### src/rtl/grey_frame_streamer.sv
// Streams one raster-order frame from a synchronous-read pixel memory as vld/busy words.
// Optional 1-pixel zero border when GREY_PAD_EN is defined.
module grey_frame_streamer #(
  parameter int IMG_W  = 256,
  parameter int IMG_H  = 256,
  parameter int ADDR_W = 16,
  parameter int DATA_W = 24
) (
  input  logic              i_clk,
  input  logic              i_rst,
  input  logic              i_start,
  output logic              o_active,
  output logic              o_done,
  output logic              o_mem_rd_en,
  output logic [ADDR_W-1:0] o_mem_addr,
  input  logic [DATA_W-1:0] i_mem_rd_data,
  output logic              o_grey_vld,
  output logic [DATA_W-1:0] o_grey_data,
  input  logic              i_grey_busy
);

`ifdef GREY_PAD_EN
  localparam int COLS = IMG_W + 2;
  localparam int ROWS = IMG_H + 2;
`else
  localparam int COLS = IMG_W;
  localparam int ROWS = IMG_H;
`endif
  localparam int CW = $clog2(COLS);
  localparam int RW = $clog2(ROWS);

  typedef enum logic [1:0] {S_IDLE, S_RUN, S_DRAIN, S_DONE} state_t;

  state_t              state_q, state_d;
  logic [CW-1:0]       col_q, col_d;
  logic [RW-1:0]       row_q, row_d;
  logic [ADDR_W-1:0]   addr_q, addr_d;
  logic [1:0]          cnt_q, cnt_d;
  logic                infl_q;
  logic [DATA_W-1:0]   head_q, head_d;
  logic [DATA_W-1:0]   tail_q, tail_d;
  logic                issue, pop, push, last_slot, border;
  logic [DATA_W-1:0]   push_data;
`ifdef GREY_PAD_EN
  logic                zero_q;
`endif

  always_comb begin
    pop       = (cnt_q != 2'd0) && !i_grey_busy;
    push      = infl_q;
    // A slot is free if the word popped this cycle makes room for it.
    issue     = (state_q == S_RUN) &&
                (({1'b0, cnt_q} + {2'b0, infl_q}) < (3'd2 + {2'b0, pop}));
    last_slot = (row_q == RW'(ROWS - 1)) && (col_q == CW'(COLS - 1));
`ifdef GREY_PAD_EN
    border    = (row_q == '0) || (row_q == RW'(ROWS - 1)) ||
                (col_q == '0) || (col_q == CW'(COLS - 1));
    push_data = zero_q ? '0 : i_mem_rd_data;
`else
    border    = 1'b0;
    push_data = i_mem_rd_data;
`endif
    o_mem_rd_en = issue && !border;
    o_mem_addr  = addr_q;
    o_grey_vld  = (cnt_q != 2'd0);
    o_grey_data = head_q;
    o_active    = (state_q == S_RUN) || (state_q == S_DRAIN);
    o_done      = (state_q == S_DONE);
  end

  // Skid FIFO: head is the output register, tail only fills under backpressure.
  always_comb begin
    head_d = head_q;
    tail_d = tail_q;
    cnt_d  = cnt_q + {1'b0, push} - {1'b0, pop};
    case (cnt_q)
      2'd0: if (push) head_d = push_data;
      2'd1: begin
        if (push && pop) head_d = push_data;
        else if (push)   tail_d = push_data;
      end
      default: begin
        if (pop) begin
          head_d = tail_q;
          if (push) tail_d = push_data;
        end
      end
    endcase
  end

  always_comb begin
    state_d = state_q;
    col_d   = col_q;
    row_d   = row_q;
    addr_d  = addr_q;
    if (o_mem_rd_en) addr_d = addr_q + ADDR_W'(1);
    if (issue) begin
      if (col_q == CW'(COLS - 1)) begin
        col_d = '0;
        row_d = last_slot ? '0 : row_q + RW'(1);
      end else begin
        col_d = col_q + CW'(1);
      end
    end
    case (state_q)
      S_IDLE: if (i_start) begin
        state_d = S_RUN;
        col_d   = '0;
        row_d   = '0;
        addr_d  = '0;
      end
      S_RUN:   if (issue && last_slot) state_d = S_DRAIN;
      S_DRAIN: if ((cnt_d == 2'd0) && !infl_q) state_d = S_DONE;
      default: state_d = S_IDLE;
    endcase
  end

  always_ff @(posedge i_clk) begin
    if (i_rst) begin
      state_q <= S_IDLE;
      col_q   <= '0;
      row_q   <= '0;
      addr_q  <= '0;
      cnt_q   <= 2'd0;
      infl_q  <= 1'b0;
      head_q  <= '0;
`ifdef GREY_PAD_EN
      zero_q  <= 1'b0;
`endif
    end else begin
      state_q <= state_d;
      col_q   <= col_d;
      row_q   <= row_d;
      addr_q  <= addr_d;
      cnt_q   <= cnt_d;
      infl_q  <= issue;
      head_q  <= head_d;
`ifdef GREY_PAD_EN
      zero_q  <= issue && border;
`endif
    end
  end

  always_ff @(posedge i_clk) begin
    tail_q <= tail_d;
  end

endmodule

### config.mk
export PLATFORM = sky130hd
export DESIGN_NAME = grey_frame_streamer
export DESIGN_NICKNAME = d
export VERILOG_FILES = /design/src/rtl/grey_frame_streamer.sv
export SDC_FILE = /design/constraint.sdc
export NUM_CORES = 1
export LEC_CHECK = 0
export ABC_CLOCK_PERIOD_IN_PS = 3150
export BUFFER_PORTS_ARGS = -buffer_cell sky130_fd_sc_hd__clkbuf_2
export CAP_MARGIN = 10
export CORE_ASPECT_RATIO = 0.9
export CORE_UTILIZATION = 40
export DETAILED_ROUTE_END_ITERATION = 8
export GPL_ROUTABILITY_DRIVEN = 1
export SLEW_MARGIN = 20
export SYNTH_ARGS = -nofsm -noshare
export SYNTH_HDL_FRONTEND = slang
export SYNTH_SLANG_ARGS = --single-unit
### constraint.sdc
create_clock -name i_clk -period 3.15 [get_ports i_clk]
set_input_delay 0.315 -clock i_clk [delete_from_list [all_inputs] [get_ports i_clk]]
set_output_delay 0.315 -clock i_clk [all_outputs]
set_load 0.005 [all_outputs]
==> summary.txt <==
Status
  • Status: finished clean

Detailed routing
  • Post-Route WL: about 7600 um
  • Vias per Instance: ~5.1
  • Drt first pass iters: 4
  • Via Count: 2791
  • DRC violations left: 0
  • Post-DRT Antenna Nets: 0
  • Routed length per placed instance: around 14 um
  • Starting DRT DRC Count: 126

Yosys
  • Fraction of synthesized area in multiplexers: 7.62%
  • Cell accounting for the most synthesized area: dfxtp_1
  • Async SR Flop Fraction: 0%
  • Synth top area share: 33.2%
  • Compound-Gate Fraction of Synth Area: 8.60%
  • Post-synth EDFFs: 24
  • Synth Area in Adders: 3.74%
  • Syn nets: between 300 and 400
  • Simple-gate area share of the yosys netlist: 18.3%
  • Area contributors post-synth: dfxtp_1 (33%), edfxtp_1 (20%), mux2i_1 (7.6%)
  • Avg Inst Size Synth: 10.3 um2
  • Primary FF master, synth: dfxtp_1
  • #FFs+latches synth: 85
  • Mapped Cells: 357
  • Synth warn: 0
  • Fraction of the yosys area taken by sequential cells: 52.8%
  • Largest family of logic cells by synthesized area: simple AND/OR/NAND/NOR gates
  • Synth unique cells: 37
  • Synthesized area: 0.00368 mm2
  • Post-Synth XOR/XNOR Area: ~6.2%

Floorplan
  • FP Rows: 32
  • Placeable Area: 0.00873 mm2
  • Initial Util: 42.2%
  • Die area: roughly 0.0096 mm2
  • Die Y: 93.0 um
  • Die W: 103 um
  • Ports: 72

Clock tree
  • CTS Buf Count: 9
  • Root buf cell: clkbuf_8
  • CTS H-tree lvls: 3
  • Bufs on Longest Clock Path: 2
  • Hold_buf cts: 0
  • Setup Buffers After CTS: 0
  • Clk_lat worst skew: 350 ps
  • Clock sinks: 85
  • Reg clk slew, reported paths: 80 ps
  • CTS tree: yes
  • CTS resizes: 0

Critical path
  • Worst Reg-to-Reg Cells: 5
  • Critical path launch point type: flop
  • CP top delay family: compound AO/OA/AOI/OAI gates
  • Crit-path max cell delay: 900 ps
  • Buf/Inv on CP: 0
  • Crit-path slowest cell: o31ai_2
  • CP endpoint kind: flop
  • CP arrival: 2950 ps
  • CP Max Fanout: 14
  • Critical path, cell by cell: ha_1 -> o31ai_2 -> a31oi_1 -> or4_1 -> a21oi_1
  • Crit Path Category: flop to flop
  • WP data required: approximately 3400 ps
  • Total stage count of the critical path: 5

STA
  • Max-slew violation count: 0
  • Period utilization: a little over four fifths
  • Minimum clock period: 2680 ps
  • Final setup viols: 0
  • RSZ-0062 raised after global routing: no
  • Fin Clk Skew: 5.28 ps
  • Slew @ Worst Pin: 1050 ps
  • Hold Violations, Final: 0
  • Worst slew margin: slightly below 30%
  • Maximum clock frequency: about 0.37 GHz
  • Total negative slack: 0 ps

Global routing
  • Vias in the first global route: around 2.6k
  • GRT Total Usage: 17.1%
  • Pin count of the biggest net entering global routing: 49
  • Global-route wire length before repair: ~13000 um
  • Grt ovf: 0
  • Initial antenna violation count: 0

Final layout
  • Register area: 0.00194 mm2
  • Layout cells sized above 1: 22.2%
  • Multi-input logic area: 0.00165 mm2
  • Synth-to-Final Area Change: 17.9%
  • ANT cells: 0
  • Commonest cells after routing, fill and taps aside: clkbuf_2 (71), dfxtp_1 (60), nor2_1 (59), mux2i_1 (28)
  • NumNets Final: around 460
  • Layout fillers: 851
  • Most common cell after layout, fill and taps aside: clkbuf_2

Placement
  • GPL Wtd Cong: 0.741
  • Post-DP HPWL: 5060 um
  • PortBufs: 71

Power and ir drop
  • Tot Pwr: 3.08 mW
  • P_leak: 1.60 nW
  • Power Density: between 700 and 800 mW/mm2
  • Max VDD drop: 0.295 mV

Min path
  • Min-delay worst type: input port to flop
  • Hold depth: 1

Run
  • # Max-Cap Violations: 0
[synthesized netlist by cell type (2+ instances only)]
cell and instances:
or3_1 4, nand3_1 8, nand3b_1 2, and2_1 4, xnor2_1 14, ha_1 11
and4_1 3, dfxtp_1 61, nor2_1 59, nor4_1 11, xor2_1 12, nand2_1 11
nand4_1 13, mux2i_1 28, o21ai_0 6, a21oi_1 9, inv_1 4, and3_1 5
buf_2 7, a211oi_1 24, edfxtp_1 24, clkbuf_1 13, nor2b_1 5, nor3_1 6
[report_power, final]
part / switching (mW) / leakage (nW) / internal [mW] / total [mW]
sequential: 0.105 / 0.712 / 1.29 / 1.39
clock: 0.393 / 0.0903 / 0.366 / 0.758
combinational: 0.538 / 0.798 / 0.385 / 0.923
total: 1.04 / 1.60 / 2.04 / 3.08
[worst reg2reg max path, delay by kind of cell (launching register included)]
family / cells / cell delay (ps)
AO/OA/AOI/OAI: 3 / 1340
adder cells (fa/ha/maj): 1 / 290
flip-flops: 1 / 440
AND/OR/NAND/NOR: 1 / 530
[cell families (layout without fill, tap and decap cells)]
kind of cell / count (synthesis) / in the layout
xor+xnor: 26 / 26
compound gates: 46 / 46
buf+inv: 25 / 96
mux: 28 / 28
simple gates: 136 / 136
flops: 85 / 85
fa+ha+maj: 11 / 11
[final cells by class]
cell class | instances | area share, %
sequential | 85 | 44.8
clock buffer | 10 | 2.94
clock inverter | 6 | 1.44
inverter | 4 | 0.346
multi-input combinational | 247 | 38.0
timing repair buffer | 76 | 9.05
tap | 119 | 3.43
[layer usage]
layer / routed length [um] / global-route usage (%) / share of wire, % / vias to the layer above
li1: - / - / - / 1432
met1: 3690 / 23.7 / 49 / 1305
met2: 3470 / 25.7 / 46 / 45
met3: 302 / 3.36 / 4.0 / 9
met4: 114 / 7.63 / 1.5 / 0
met5: 0 / 0 / 0 / -
[path summary, 6_finish.rpt]
kind / startpoint / to / slack, ps
max: infl_q$_SDFF_PP0_ / state_q[0]$_SDFFE_PP0P_ / 470
min: i_mem_rd_data[4] / tail_q[4]$_DFFE_PP_ / 160
min reg2reg: row_q[1]$_SDFF_PP0_ / row_q[1]$_SDFF_PP0_ / 480
max reg2reg: infl_q$_SDFF_PP0_ / state_q[0]$_SDFFE_PP0P_ / 470
[metrics by stage]
stage                     std cells  utilization (%)  setup slack (ps)  hold slack [ps]  area (um2)
after floorplan                 357                -               455              414        3680
after global placement          531             47.5               606              471        4150
after detailed placement        531             47.5               502              477        4150
after CTS                       547             49.7               489              135        4340
after global routing            547             49.7               254              136        4340
final                           547             49.7               474              156        4340
[registers in the layout, indices dropped and copies added (netlist names)]
name         flops
col_q            8
row_q            8
cnt_q            2
state_q          2
infl_q           1
o_grey_data     24
o_mem_addr      16
tail_q          24
Power figures use the tool's default switching activity.
